$ cat src/rtl/preadd_mac532.sv
// preadd_mac532: pipelined pre-add multiply-accumulate unit.
// Each accepted beat computes (a +/- b) * c. The products are summed over a
// group of beats that ends with in_last. Both sides use a valid/ready handshake.
// Optional build macro PREADD532_SAT_EN: on overflow the accumulator saturates
// instead of wrapping. Without it the sum wraps in two's complement.
module preadd_mac532 #(
    parameter int C_WIDTH     = 16,
    parameter int C_LATENCY   = 3,
    parameter int C_ACC_GUARD = 8,
    parameter int C_CNT_WIDTH = 8
) (
    input  logic                                   clk,
    input  logic                                   rst_n,
    input  logic [C_WIDTH-1:0]                     in_a,
    input  logic [C_WIDTH-1:0]                     in_b,
    input  logic [C_WIDTH-1:0]                     in_c,
    input  logic                                   in_sub,
    input  logic                                   in_last,
    input  logic                                   in_vld,
    output logic                                   in_rdy,
    output logic signed [2*C_WIDTH+2+C_ACC_GUARD-1:0] out,
    output logic [C_CNT_WIDTH-1:0]                 out_cnt,
    output logic                                   out_ovf,
    output logic                                   out_vld,
    input  logic                                   out_rdy
);

    localparam int PW = 2*C_WIDTH + 2;    // exact product width
    localparam int OW = PW + C_ACC_GUARD; // accumulator / result width
    localparam int NP = C_LATENCY - 2;    // product stage plus pure delay stages

    localparam logic [C_CNT_WIDTH-1:0] CNT_ONE = C_CNT_WIDTH'(1);

    // Stage 1: operand registers
    logic               r_s1_vld, r_s1_last, r_s1_sub;
    logic [C_WIDTH-1:0] r_s1_a, r_s1_b, r_s1_c;

    // Stage 2 .. C_LATENCY-1: product and its delay line
    logic [NP-1:0]   r_p_vld, r_p_last;
    logic signed [PW-1:0] r_p_prod [NP];

    // Accumulator state for the group in progress
    logic signed [OW-1:0]   r_acc;
    logic [C_CNT_WIDTH-1:0] r_cnt;
    logic                   r_ovf;
    logic                   r_start;

    logic                   w_stall;
    logic signed [C_WIDTH+1:0] w_pre;
    logic signed [PW-1:0]   w_pre_ext, w_c_ext, w_prod;
    logic                   w_tv, w_tlast;
    logic signed [PW-1:0]   w_tprod;
    logic signed [OW-1:0]   w_base, w_sum;
    logic signed [OW:0]     w_sum_ext;
    logic                   w_ovf_now, w_ovf;
    logic [C_CNT_WIDTH-1:0] w_cnt;

    // A result waiting for a downstream accept freezes the whole pipeline.
    assign w_stall = out_vld && !out_rdy;
    assign in_rdy  = !w_stall;

    // Stage 1: capture an accepted beat, bubble otherwise
    always_ff @(posedge clk or negedge rst_n) begin
        if (!rst_n) begin
            // NOTE: data registers are reset along with the valids; it is cheap
            // here and keeps X out of the datapath. Only the valids gate use.
            r_s1_vld  <= 1'b0;
            r_s1_last <= 1'b0;
            r_s1_sub  <= 1'b0;
            r_s1_a    <= '0;
            r_s1_b    <= '0;
            r_s1_c    <= '0;
        end else if (!w_stall) begin
            // NOTE: non-blocking assignments so every stage samples the
            // pre-edge value of its predecessor.
            r_s1_vld <= in_vld;
            if (in_vld) begin
                r_s1_last <= in_last;
                r_s1_sub  <= in_sub;
                r_s1_a    <= in_a;
                r_s1_b    <= in_b;
                r_s1_c    <= in_c;
            end
        end
    end

    // Pre-add in C_WIDTH+2 signed bits, then exact signed product
    always_comb begin
        w_pre = r_s1_sub ? ({2'b00, r_s1_a} - {2'b00, r_s1_b})
                         : ({2'b00, r_s1_a} + {2'b00, r_s1_b});
        w_pre_ext = {{(PW-C_WIDTH-2){w_pre[C_WIDTH+1]}}, w_pre};
        w_c_ext   = {{(PW-C_WIDTH){1'b0}}, r_s1_c};
        w_prod    = w_pre_ext * w_c_ext;
    end

    // Stage 2 registers the product; later entries are pure delay
    always_ff @(posedge clk or negedge rst_n) begin
        if (!rst_n) begin
            r_p_vld  <= '0;
            r_p_last <= '0;
            for (int i = 0; i < NP; i++) r_p_prod[i] <= '0;
        end else if (!w_stall) begin
            r_p_vld[0]  <= r_s1_vld;
            r_p_last[0] <= r_s1_last;
            r_p_prod[0] <= w_prod;
            for (int i = 1; i < NP; i++) begin
                r_p_vld[i]  <= r_p_vld[i-1];
                r_p_last[i] <= r_p_last[i-1];
                r_p_prod[i] <= r_p_prod[i-1];
            end
        end
    end

    assign w_tv    = r_p_vld[NP-1];
    assign w_tlast = r_p_last[NP-1];
    assign w_tprod = r_p_prod[NP-1];

    // Accumulate step: one extra bit exposes signed overflow
    always_comb begin
        w_base    = r_start ? '0 : r_acc;
        w_sum_ext = {w_base[OW-1], w_base} + {{(OW+1-PW){w_tprod[PW-1]}}, w_tprod};
        w_ovf_now = w_sum_ext[OW] ^ w_sum_ext[OW-1];
        w_ovf     = (!r_start && r_ovf) || w_ovf_now;
`ifdef PREADD532_SAT_EN
        // Once clamped, the group stays at its clamp value.
        if (!r_start && r_ovf)
            w_sum = r_acc;
        else if (w_ovf_now)
            w_sum = w_sum_ext[OW] ? {1'b1, {(OW-1){1'b0}}} : {1'b0, {(OW-1){1'b1}}};
        else
            w_sum = w_sum_ext[OW-1:0];
`else
        w_sum = w_sum_ext[OW-1:0];
`endif
        w_cnt = r_start ? CNT_ONE : ((&r_cnt) ? r_cnt : r_cnt + CNT_ONE);
    end

    // Accumulate/output stage: fold beats in, publish the sum on a last beat
    always_ff @(posedge clk or negedge rst_n) begin
        if (!rst_n) begin
            r_acc   <= '0;
            r_cnt   <= '0;
            r_ovf   <= 1'b0;
            r_start <= 1'b1;
            out     <= '0;
            out_cnt <= '0;
            out_ovf <= 1'b0;
            out_vld <= 1'b0;
        end else if (!w_stall) begin
            out_vld <= w_tv && w_tlast;
            if (w_tv) begin
                if (w_tlast) begin
                    out     <= w_sum;
                    out_cnt <= w_cnt;
                    out_ovf <= w_ovf;
                    r_acc   <= '0;
                    r_cnt   <= '0;
                    r_ovf   <= 1'b0;
                    r_start <= 1'b1;
                end else begin
                    r_acc   <= w_sum;
                    r_cnt   <= w_cnt;
                    r_ovf   <= w_ovf;
                    r_start <= 1'b0;
                end
            end
        end
    end

endmodule
$ cat config.mk
export PLATFORM = sky130hd
export DESIGN_NAME = preadd_mac532
export DESIGN_NICKNAME = d
export VERILOG_FILES = /design/src/rtl/preadd_mac532.sv
export SDC_FILE = /design/constraint.sdc
export NUM_CORES = 1
export LEC_CHECK = 0
export ABC_CLOCK_PERIOD_IN_PS = 7300
export CAP_MARGIN = 15
export CORE_AREA = 4 4 199 201
export CTS_BUF_LIST = sky130_fd_sc_hd__clkbuf_8
export DETAILED_ROUTE_END_ITERATION = 16
export DIE_AREA = 0 0 203 205
export GPL_ROUTABILITY_DRIVEN = 0
export PLACE_DENSITY = 0.81
export SLEW_MARGIN = 20
export SYNTH_ARGS = -nofsm -noshare
export SYNTH_HDL_FRONTEND = slang
export SYNTH_SLANG_ARGS = --single-unit
export TNS_END_PERCENT = 30
$ cat constraint.sdc
create_clock -name clk -period 7.3 [get_ports clk]
set_input_delay 1.46 -clock clk [delete_from_list [all_inputs] [get_ports clk]]
set_output_delay 1.46 -clock clk [all_outputs]
set_load 0.005 [all_outputs]
== Word-level counts from Yosys, hierarchy flattened ==
Cells that the tools add are included.
Operators by class
  add/sub/neg operators: 4
  multiply operators: 1
  muxes and demuxes: 8
  bitwise operators: 2
  reductions and logical operators: 11
Operator list (count)
  42-bit 2-to-1 mux: 2
  42-bit by 34-bit adder with 43-bit output: 1
  18-bit by 17-bit multiplier with 34-bit output: 1
  8-bit 2-to-1 mux: 3
  18-bit 2-to-1 mux: 1
  16-bit by 16-bit adder with 17-bit output: 1
  16-bit by 16-bit subtractor with 17-bit output: 1
  8-bit by 1-bit adder with 8-bit output (second input constant): 1
  8-bit AND reduction: 1
  2-bit AND reduction: 2
  1-bit logical AND: 3
  1-bit zero test: 3
  3-bit AND reduction: 1
  1-bit 2-to-1 mux: 2
  1-bit logical OR: 1
  1-bit inverter: 1
  1-bit XOR: 1
Word-level totals
  register bits: 191
  input port bits: 54
  output and inout port bits: 53
  logic and storage cells: 43

== Longest topological paths before layout ==
  word-level depth: 5
  gate-level depth with buffers: 38
  gate-level depth less buffers: 36

== Least setup slack after synthesis ==
Ideal clock, no wire load.
  path kind: reg-to-reg
  start point: register r_s1_a[0]
  end point: register r_p_prod[32] (netlist bit)
  setup time: 0.138 ns
  arrival: 7.642 ns
  required time: 7.162 ns
  path slack: -0.480 ns
  cell stages (with the launch flop): 34
  path buffers: 1
  period minus slack after synthesis: 7.780 ns
  path through: dfrtp_1 -> ha_1 -> inv_1 -> fa_1 -> o21bai_1 -> a21oi_1 -> o21ai_0 -> and3_1 -> o21ai_0 -> a21o_1 -> a32oi_1 -> xnor2_1 -> clkbuf_1 -> nand2_1 -> fa_1 -> fa_1 -> fa_1 -> inv_1 -> fa_1 -> fa_1 -> inv_1 -> fa_1 -> inv_1 -> ha_1 -> a21o_1 -> a21o_1 -> a21oi_1 -> nand3b_1 -> o21ai_0 -> o21ai_1 -> a311oi_1 -> a21oi_1 -> xnor2_1 -> a21oi_1
On the way
  word-level cells in the longest chain between the ends: 3
  elaborated cells on any way between the ends: 4
  those cells by class: 2 x add/sub; 1 x mul; 1 x mux
RTL lines
  start: declaration: RTL line 36  | logic [C_WIDTH-1:0] r_s1_a, r_s1_b, r_s1_c;
  start signal: assignment: RTL line 80  | r_s1_a <= in_a;
  16-bit by 16-bit adder with 17-bit output / 16-bit by 16-bit subtractor with 17-bit output (equally long branches): RTL line 90, 89
  18-bit 2-to-1 mux (*): RTL line 89  | w_pre = r_s1_sub ? ({2'b00, r_s1_a} - {2'b00, r_s1_b})
  18-bit by 17-bit multiplier with 34-bit output (*): RTL line 93  | w_prod = w_pre_ext * w_c_ext;
  end signal: indexed assignment: RTL line 109  | r_p_prod[i] <= r_p_prod[i-1];
  end: declaration: RTL line 40  | logic signed [PW-1:0] r_p_prod [NP];
Every way passes the cells marked *; elsewhere a longest branch is shown, timed or not.
A chain may end at the register's enable or synchronous reset.

== Worst setup path in the final report ==
  start point: register r_s1_b[1]
  end point: register r_p_prod[31] (netlist bit)
On the way
  word-level cells in the longest chain between the ends: 3
  elaborated cells on any way between the ends: 4
  those cells by class: 2 x add/sub; 1 x mul; 1 x mux
RTL lines
  start: declaration: RTL line 36
  start signal: assignment: RTL line 81  | r_s1_b <= in_b;
  16-bit by 16-bit adder with 17-bit output / 16-bit by 16-bit subtractor with 17-bit output (equally long branches): RTL line 90, 89
  18-bit 2-to-1 mux (*): RTL line 89
  18-bit by 17-bit multiplier with 34-bit output (*): RTL line 93
Marked as above.

==> flow_metrics.py <==
metrics = {
    "drt": {
        "m1WireLength_um": 21440,
        "vias_per_cell": 5.569,
        "vias": 17085,
        "drc_errors": 0,
        "drtIter0Drc": 1092,
        "wl_um": 53250,
        "highest_layer": "met4",
        "wire_per_inst_um": 17.36,
        "route.met2.wl_um": 26640,
        "drt_pass1_iterations": 6,
        "ant_nets": 0,
        "wl_met3_um": 3473,
    },
    "die": {
        "die_area_um2": 41620,
        "row_count": 71,
        "die_x_um": 203,
        "start_util_pct": 58.09,
        "dieHeight_um": 205,
        "core_um2": 37580,
        "pin_count": 107,
    },
    "sta": {
        "setup_tns_ns": -4.599,
        "fin_crit_ns": 7.812,
        "grt_setup_unrepaired": "yes",
        "tightest_slew_ns": 1.005,
        "drv_slew": 0,
        "finalHoldViolCount": 0,
        "slew_headroom_pct": 32.84,
        "finalSetupViolations": 16,
        "fin_crit_sh_pct": 107.0,
        "layout_setup_ws_ns": -0.5120,
        "finClkSkew_ns": 0.03392,
        "max_freq_mhz": 128.0,
    },
    "clock_network": {
        "clk_pin_slew_ns": 0.13,
        "root_buffer": "clkbuf_8",
        "cts_made_buffers": 17,
        "cts_sinks": 191,
        "clkLatencyLatePin_ns": 0.53,
        "cts_hold_buffers": 0,
        "max-clock-path-buffers": 2,
        "cts_htree_levels": 4,
        "cts_tree": "built",
    },
    "critical_path": {
        "arrival_ns": 8.23,
        "crit_start": "r_s1_b[1]",
        "critPathMaxStageDelay_ns": 0.57,
        "cp_max_fo": 6,
        "worstSetupPathType": "reg2reg",
        "slowest_stage": "fa_1",
        "rr_startpoint": "r_s1_b[1]",
        "required_ns": 7.72,
        "start_kind": "flip-flop",
        "cpMostUsedCell": "fa_1",
        "end_kind": "flip-flop",
    },
    "run_status": {
        "violations": "setup timing",
        "status": "complete, but fails checks",
    },
    "layout": {
        "diodes": 0,
        "final_cell_mix": "inv_1, fa_1, nand2_1",
        "areaGrowthSynthToFinish_pct": 18.24,
        "final_common_cell": "inv_1",
        "fin_nets": 3050,
        "drive_gt1_share_pct": 18.58,
    },
    "grt": {
        "grt_antenna_before_repair": 1,
        "grt_pass1_wl_um": 89030,
        "grt_max_degree": 113,
        "grt_pass1_vias": 18526,
        "grtUsageTotal_pct": 26.19,
        "grt.overflow.total": 0,
    },
    "synth": {
        "synth_edf_count": 0,
        "synth.avg_cell_area_um2": 9.482,
        "synthDistinctLibCells": 67,
        "synth_cells": 2302,
        "syn-num-nets": 2808,
        "syn_area_um2": 21830,
        "ys_ff_latch": 191,
        "synth_warnings": 0,
        "async_flop_share_pct": 100.0,
        "ys_seq_area_share_pct": 21.90,
        "synth_flop_cell": "dfrtp_1",
        "synth.top_cell.area_share_pct": 26.69,
        "yosysTopAreaCell": "fa_1",
        "synthTopCellsByArea": "fa_1, dfrtp_1, ha_1",
    },
    "place": {
        "port_buffers": 106,
        "dp_hpwl_um": 40200,
    },
    "worst_hold_path": {
        "min_from": "out_cnt[4]",
        "hold_path_class": "reg2reg",
    },
    "run": {
        "drv_cap": 0,
    },
}
## synthesized netlist by cell type, types with 4 or more instances
cell / number
nand2_1: 240
o211ai_1: 5
xnor2_1: 65
nand3b_1: 6
nor4_1: 4
buf_2: 10
mux2_2: 85
and2_1: 120
o31a_1: 4
and3_1: 16
a31o_2: 5
inv_1: 399
o21ai_0: 78
nand3_1: 20
nor2b_1: 86
a21oi_1: 116
buf_1: 11
xor2_1: 33
a211oi_1: 7
o21ai_1: 9
a31oi_1: 12
nor3_1: 11
a221o_1: 5
a21o_1: 41
fa_1: 291
clkbuf_1: 67
nand2b_1: 20
nor2_1: 63
a22o_1: 33
o21a_1: 6
o21bai_1: 12
nand4_1: 8
dfrtp_1: 190
o31ai_1: 15
ha_1: 161
## critical path: cells and delay by family, from the launching register on
kind | cells | cell delay (ns)
AOI/OAI and AO/OA | 15 | 2.40
xor gates and xnor gates | 2 | 0.31
adders and majority gates | 8 | 3.42
buffers and inverters | 6 | 0.50
DFF | 1 | 0.44
and+or+nand+nor | 3 | 0.63
## worst paths after layout
check / to / slack [ns] / depth (start not counted)
setup / recovery: r_p_prod[31] / -0.51 / 34
hold / removal: out_cnt[4] / 0.49 / 1
setup reg to reg: r_p_prod[31] / -0.51 / 34
hold reg to reg: out_cnt[4] / 0.49 / 1
max in group asynchronous: r_p_prod[17] / 5.02 / 2
min in group asynchronous: out[8] / 1.02 / 1
## stage by stage
step                area, µm²  worst slack, ns  hold slack (ns)  instances  utilization (%)
floorplan               22060         -0.02714           0.4309       2302                -
global placement        24750          -0.3092           0.4436       3003            65.86
detailed placement      24750          -0.5323           0.4563       3003            65.86
CTS                     25500          -0.3173           0.4852       3054            67.86
global route            25810          -0.7942           0.5087       3068            68.68
finish                  25810          -0.5120           0.4873       3068            68.68
## state kept, by name (all words and copies together) (netlist names), 8 cells and up
signal / count
r_acc: 42
out: 42
r_cnt: 8
r_s1_b: 16
r_s1_a: 16
r_p_prod: 34
out_cnt: 8
r_s1_c: 16
## layout make-up
class	count	area, µm²
multi-input combinational	1623	15790
fill	2693	11770
sequential	191	4781
timing repair buffer	312	2683
inverter	399	1498
tap	511	639.4
clock buffer	17	234.0
clock inverter	15	190.2
## per-layer routing
metal  track usage (%)  up-vias
met3             4.860      144
met5                 0        -
met1             32.52     8511
met4             9.554        0
li1                  -     7826
met2             45.99      604
## repair_timing
action                                  4_1_cts  5_1_grt
setup buffers                                16       14
pin swaps                                    63       61
resized for setup                            51       60
endpoints found under the setup margin       18       21
cloned                                        3        0
## kinds of logic (layout without fill, tap and decap cells)
kind of cell / Yosys count / in the layout / share of synthesized area, %
adders and majority gates: 452 / 452 / 35.92
xor gates and xnor gates: 98 / 98 / 3.932
buffers and inverters: 488 / 743 / 8.466
and+or+nand+nor: 604 / 604 / 13.76
DFF: 191 / 191 / 21.90
muxes: 88 / 88 / 4.523
AOI/OAI and AO/OA: 381 / 381 / 11.50
Power is not shown: default switching activity piles up to over one toggle a cycle in this logic, so the estimate is an artifact.
